**config.mk**
```make
export PLATFORM = sky130hd
export DESIGN_NAME = adrv9001_enable_seq_flat
export DESIGN_NICKNAME = d
export VERILOG_FILES = /design/src/rtl/adrv9001_enable_seq_if.sv /design/src/rtl/adrv9001_enable_seq.sv /design/src/flat_wrapper.sv
export SDC_FILE = /design/constraint.sdc
export NUM_CORES = 1
export LEC_CHECK = 0
export BUFFER_PORTS_ARGS = -buffer_cell sky130_fd_sc_hd__buf_2
export CAP_MARGIN = 20
export CORE_ASPECT_RATIO = 0.6
export CORE_MARGIN = 2
export CORE_UTILIZATION = 45
export DETAILED_ROUTE_END_ITERATION = 12
export PLACE_DENSITY = 0.84
export SETUP_SLACK_MARGIN = 0.15
export SYNTH_ARGS = -nofsm -noshare
export SYNTH_HDL_FRONTEND = slang
export SYNTH_SLANG_ARGS = --single-unit
```
**constraint.sdc**
```tcl
create_clock -name clk -period 2.32 [get_ports clk]
set_clock_uncertainty 0.15 [all_clocks]
set_input_delay 0.464 -clock clk [delete_from_list [all_inputs] [get_ports clk]]
set_output_delay 0.464 -clock clk [all_outputs]
set_load 0.03 [all_outputs]
```
**src/rtl/adrv9001_enable_seq_if.sv**
```systemverilog
// Request/status bundle for the ADRV9001 enable sequencer.
// master: request side (software/pin logic), slave: the sequencer itself.
interface adrv9001_enable_seq_if #(
  parameter int DELAY_WIDTH = 16
);
  logic                   enable_mode;
  logic                   ps_enable;
  logic                   ext_enable;
  logic [DELAY_WIDTH-1:0] enable_delay;
  logic [DELAY_WIDTH-1:0] disable_delay;
  logic                   en_pin;
  logic                   dp_enable;
  logic [1:0]             state;
  logic [31:0]            burst_count;

  modport master (
    output enable_mode, ps_enable, ext_enable, enable_delay, disable_delay,
    input  en_pin, dp_enable, state, burst_count
  );

  modport slave (
    input  enable_mode, ps_enable, ext_enable, enable_delay, disable_delay,
    output en_pin, dp_enable, state, burst_count
  );
endinterface

```
**src/rtl/adrv9001_enable_seq.sv**
```systemverilog
// ADRV9001 TX/RX enable sequencer.
// Raises the chip enable pin, waits enable_delay+1 cycles, then opens the
// datapath; on release closes the datapath first and drops the pin
// disable_delay+1 cycles later.
// Optional feature: define ADRV9001_ENABLE_SEQ_CNT_EN to build the
// saturating completed-burst counter; otherwise burst_count is tied to 0.
//
// state   | meaning
// IDLE    | pin low, datapath off, waiting for req
// EN_DLY  | pin high, counting down enable delay, datapath off
// ACTIVE  | pin high, datapath on
// DIS_DLY | datapath off, counting down disable delay, pin still high
module adrv9001_enable_seq #(
  parameter int DELAY_WIDTH = 16
) (
  input logic                  clk,
  input logic                  rst,
  adrv9001_enable_seq_if.slave sq
);

  typedef enum logic [1:0] {
    S_IDLE    = 2'd0,
    S_EN_DLY  = 2'd1,
    S_ACTIVE  = 2'd2,
    S_DIS_DLY = 2'd3
  } state_e;

  state_e                 state_q;
  logic [DELAY_WIDTH-1:0] cnt_q;
  logic                   en_pin_q;
  logic                   dp_enable_q;
  logic                   req;

  // Request source mux; no further qualification of the request.
  assign req = sq.enable_mode ? sq.ext_enable : sq.ps_enable;

  // Sequencer FSM with registered pin/datapath outputs.
  always_ff @(posedge clk) begin
    if (rst) begin
      state_q     <= S_IDLE;
      cnt_q       <= '0;
      en_pin_q    <= 1'b0;
      dp_enable_q <= 1'b0;
    end else begin
      case (state_q)
        S_IDLE: begin
          if (req) begin
            state_q  <= S_EN_DLY;
            cnt_q    <= sq.enable_delay;
            en_pin_q <= 1'b1;
          end
        end
        S_EN_DLY: begin
          if (!req) begin
            // Abort before the datapath ever opened; pin still needs its
            // full disable delay.
            state_q <= S_DIS_DLY;
            cnt_q   <= sq.disable_delay;
          end else if (cnt_q == '0) begin
            state_q     <= S_ACTIVE;
            dp_enable_q <= 1'b1;
          end else begin
            cnt_q <= cnt_q - 1'b1;
          end
        end
        S_ACTIVE: begin
          if (!req) begin
            state_q     <= S_DIS_DLY;
            cnt_q       <= sq.disable_delay;
            dp_enable_q <= 1'b0;
          end
        end
        S_DIS_DLY: begin
          // Runs to completion regardless of req; a new request is only
          // seen from IDLE, guaranteeing at least one pin-low cycle.
          if (cnt_q == '0) begin
            state_q  <= S_IDLE;
            en_pin_q <= 1'b0;
          end else begin
            cnt_q <= cnt_q - 1'b1;
          end
        end
        default: begin
          state_q     <= S_IDLE;
          cnt_q       <= '0;
          en_pin_q    <= 1'b0;
          dp_enable_q <= 1'b0;
        end
      endcase
    end
  end

  assign sq.en_pin    = en_pin_q;
  assign sq.dp_enable = dp_enable_q;
  assign sq.state     = state_q;

`ifdef ADRV9001_ENABLE_SEQ_CNT_EN
  logic [31:0] burst_cnt_q;
  logic [31:0] burst_cnt_d;

  // Count completed bursts (ACTIVE release), saturating at all-ones.
  always_comb begin
    burst_cnt_d = burst_cnt_q;
    if (state_q == S_ACTIVE && !req && burst_cnt_q != 32'hFFFF_FFFF) begin
      burst_cnt_d = burst_cnt_q + 32'd1;
    end
  end

  // Burst counter register.
  always_ff @(posedge clk) begin
    if (rst) begin
      burst_cnt_q <= '0;
    end else begin
      burst_cnt_q <= burst_cnt_d;
    end
  end

  assign sq.burst_count = burst_cnt_q;
`else
  assign sq.burst_count = 32'd0;
`endif

endmodule

```
**src/flat_wrapper.sv**
```systemverilog
// flat-port wrapper written by rule: the top's interface ports become plain ports
module adrv9001_enable_seq_flat 
#(
  parameter int DELAY_WIDTH = 16
)
  (clk, rst, sq_enable_mode, sq_ps_enable, sq_ext_enable, sq_enable_delay, sq_disable_delay, sq_en_pin, sq_dp_enable, sq_state, sq_burst_count);
  adrv9001_enable_seq_if #(.DELAY_WIDTH(DELAY_WIDTH)) sq_i ();
  input logic clk;
  input logic rst;
  input wire logic [$bits(sq_i.enable_mode)-1:0] sq_enable_mode;
  input wire logic [$bits(sq_i.ps_enable)-1:0] sq_ps_enable;
  input wire logic [$bits(sq_i.ext_enable)-1:0] sq_ext_enable;
  input wire logic [$bits(sq_i.enable_delay)-1:0] sq_enable_delay;
  input wire logic [$bits(sq_i.disable_delay)-1:0] sq_disable_delay;
  output wire logic [$bits(sq_i.en_pin)-1:0] sq_en_pin;
  output wire logic [$bits(sq_i.dp_enable)-1:0] sq_dp_enable;
  output wire logic [$bits(sq_i.state)-1:0] sq_state;
  output wire logic [$bits(sq_i.burst_count)-1:0] sq_burst_count;
  assign sq_i.enable_mode = sq_enable_mode;
  assign sq_i.ps_enable = sq_ps_enable;
  assign sq_i.ext_enable = sq_ext_enable;
  assign sq_i.enable_delay = sq_enable_delay;
  assign sq_i.disable_delay = sq_disable_delay;
  assign sq_en_pin = sq_i.en_pin;
  assign sq_dp_enable = sq_i.dp_enable;
  assign sq_state = sq_i.state;
  assign sq_burst_count = sq_i.burst_count;
  adrv9001_enable_seq #(.DELAY_WIDTH(DELAY_WIDTH)) u_core (.clk(clk), .rst(rst), .sq(sq_i));
endmodule
```
==> results by group <==
Routing
  • First-pass detailed-route iteration total: 5
  • Vias: 2173
  • Routed Antenna Nets: 0
  • 1st-iter DRT viols: 289
  • Post-Route WL: 5927 um
  • Detailed-route DRC error count: 0
  • Vias per cell: 5.703
  • Routed len/inst: 15.56 um

Placed design
  • HPWL reported at the end of detailed placement: 4519 um
  • GPL Wtd Cong: 1.010
  • PortBufs: 40

Power and ir drop
  • Part of the power in registers: 19.7%
  • Comb pwr share: 73.8%
  • Sw Pwr: 1.960 mW
  • Switching part of the total power: 53.00%
  • Leakage: 1.003 nW
  • Worst vdd ir: 783.1 uV
  • Pwr dens: 1573 mW/mm^2
  • Total Power: 3.697 mW
  • Clock Power Share: 6.6%
  • Internal power: 1.737 mW

Timing
  • RSZ-0062 raised after global routing: yes
  • Max-slew violation count: 0
  • Tcrit/Tclk final: 96.28%
  • Max Freq: 447.7 MHz
  • Final Hold Viols: 0
  • Final number of setup-violating endpoints: 0
  • Post-Route Setup TNS: 0 ns
  • Min cycle time layout: 2.234 ns

Floorplan
  • Die Width: 88.67 um
  • Die area: 0.004859 mm^2
  • Num rows: 18
  • I/O pin cnt: 73
  • Initial Utilization: 46.96%
  • Die extent in y: 54.80 um
  • Core Box Area: 0.004121 mm^2

GRT
  • Global-route wire length before repair: 9114 um
  • Vias in the first global route: 1883
  • GR Util All Layers: 24.92%
  • Largest net degree at the start of global routing: 22
  • Gr ovfl total: 0
  • Antenna violations before repair: 0

Logic synthesis
  • Cell taking the most area after synthesis: dfxtp_1
  • Yosys cell types: 50
  • Top FF cell, synth: dfxtp_1
  • Synth Instances: 267
  • Synth area leaders: dfxtp_1 21%, buf_4 12%, nand2_1 4.7%, ha_1 4.5%, a21oi_1 4.4%
  • Ys async rst share: 0%
  • Sequential fraction of the synthesis area: 20.69%
  • FF+latch count, synth: 20
  • Synth top area share: 20.69%
  • YS warnings: 0
  • Synthesized area: 0.001936 mm^2
  • Avg Inst Size Synth: 7.249 um^2
  • Post-synth EDFFs: 0
  • Count leader, synth: buf_4
  • Commonest cells in the netlist: 32 x buf_4, 24 x nand2_1, 20 x dfxtp_1

Critical path
  • Kind of critical path: reg2reg
  • CP endpoint kind: flip-flop
  • CP Data Required Time: 2.37 ns
  • Crit path arrival time: 2.28 ns
  • Crit path max fanout: 2
  • Worst setup SP type: flip-flop

Layout
  • Area growth from synthesis to layout: 21.40%
  • Fin util: 57.01%
  • # nets final: 367
  • Share of layout cells above drive strength 1: 30.84%
  • ANT cells: 0

Clock network
  • CTS Sinks: 20
  • CTS tree: done
  • Deepest clock path buffer count: 2
  • CTS Hold Bufs: 0
  • H-tree depth: 1
  • CTS buffer count: 3
  • Clock Tree Root: clkbuf_8
  • Clk Latency, worst-skew pair: 0.27 ns
  • Reg clk slew, reported paths: 0.08 ns

Flow run
  • Maxcap violations: 0

Status
  • Status: completed

Min path
  • Tightest Hold Check Type: in2reg
## cells by family after synthesis
kind of cell             share of synthesized area [%]
AO/OA/AOI/OAI                                    30.96
adder cells (fa/ha/maj)                          4.525
buffers and inverters                            17.84
flip-flops                                       20.68
multiplexers                                     2.198
other                                           0.1937
AND/OR/NAND/NOR                                  23.60
## power groups by stage
stage | clock network [mW] | registers (mW) | logic [mW]
after detailed placement | 0 | 0.708 | 2.45
after global placement | 0 | 0.703 | 2.38
after global routing | 0.258 | 0.753 | 2.94
after floorplan | 0 | 0.735 | 1.61
final | 0.243 | 0.727 | 2.73
after CTS | 0.243 | 0.709 | 2.52
## routing by layer
layer / wire length (um) / up-vias / track usage [%] / part of all wire, %
met5: 0 / - / 0 / 0
met4: 91 / 0 / 6.061 / 1.5
met3: 593 / 16 / 5.430 / 10
met2: 2505 / 133 / 37.81 / 42
met1: 2736 / 981 / 35.87 / 46
li1: - / 1043 / - / -
## worst max-delay path, stage by stage, from the launching register on
cell	delay [ns]
dfxtp_2	0.33
or4_4	0.56
a2111oi_4	0.38
nand2_2	0.11
or4b_1	0.47
a31oi_1	0.17
## sequential cells by signal (all words and copies together) (netlist names)
| name | flops |
|---|---|
| u_core.cnt_q | 16 |
| u_core.sq.en_pin | 1 |
| u_core.sq.state | 2 |
| u_core.sq.dp_enable | 1 |
## metrics by stage
stage,area (um^2),instances,setup slack (ns),hold WS [ns]
final,2350,381,0.08628,0.3239
after CTS,2286,380,0.08931,0.3272
after floorplan,2064,298,0.1157,0.2952
after global routing,2350,381,0.05081,0.3523
after detailed placement,2216,375,0.02748,0.3309
after global placement,2216,375,0.1226,0.3240
## placed cells by master (no fill, tap or decap), types with 6 or more instances in the layout
cell type  netlist  final
o21ai_0         17     17
nand2_1         24     24
a31oi_1         12     12
inv_1           14     14
conb_1           1     32
dfxtp_1         20     12
a21oi_1         17     16
nand2b_1         6      6
buf_2            0     40
buf_4           32     25
dfxtp_2          0      8
nand3_1          9      8
nor2_1          16     14
## path summary, 6_finish.rpt
path                                       from                       endpoint  slack [ns]  cells past startpoint
setup reg to reg  u_core.cnt_q[11]$_SDFFE_PP0P_  u_core.cnt_q[15]$_SDFFE_PP0P_        0.09                      5
setup / recovery  u_core.cnt_q[11]$_SDFFE_PP0P_  u_core.cnt_q[15]$_SDFFE_PP0P_        0.09                      5
hold / removal              sq_disable_delay[1]   u_core.cnt_q[1]$_SDFFE_PP0P_        0.32                      3
hold reg to reg   u_core.sq.en_pin$_SDFFE_PP0P_  u_core.sq.en_pin$_SDFFE_PP0P_        0.36                      2
## cell type report
class                   count  area, um^2
multi-input cells         218        1375
inverters                  15       60.06
fillers                   399        1772
clock buffers               3       41.29
flip-flops and latches     20       410.4
repair buffers             65       387.9
well taps                  60       75.07
## timing repair
item	4_1_cts	5_1_grt
setup buffers	2	1
pin swaps	4	4
setup endpoints to repair	2	12
gates resized for setup	5	16
No activity file was read; power rests on OpenSTA's default activity.
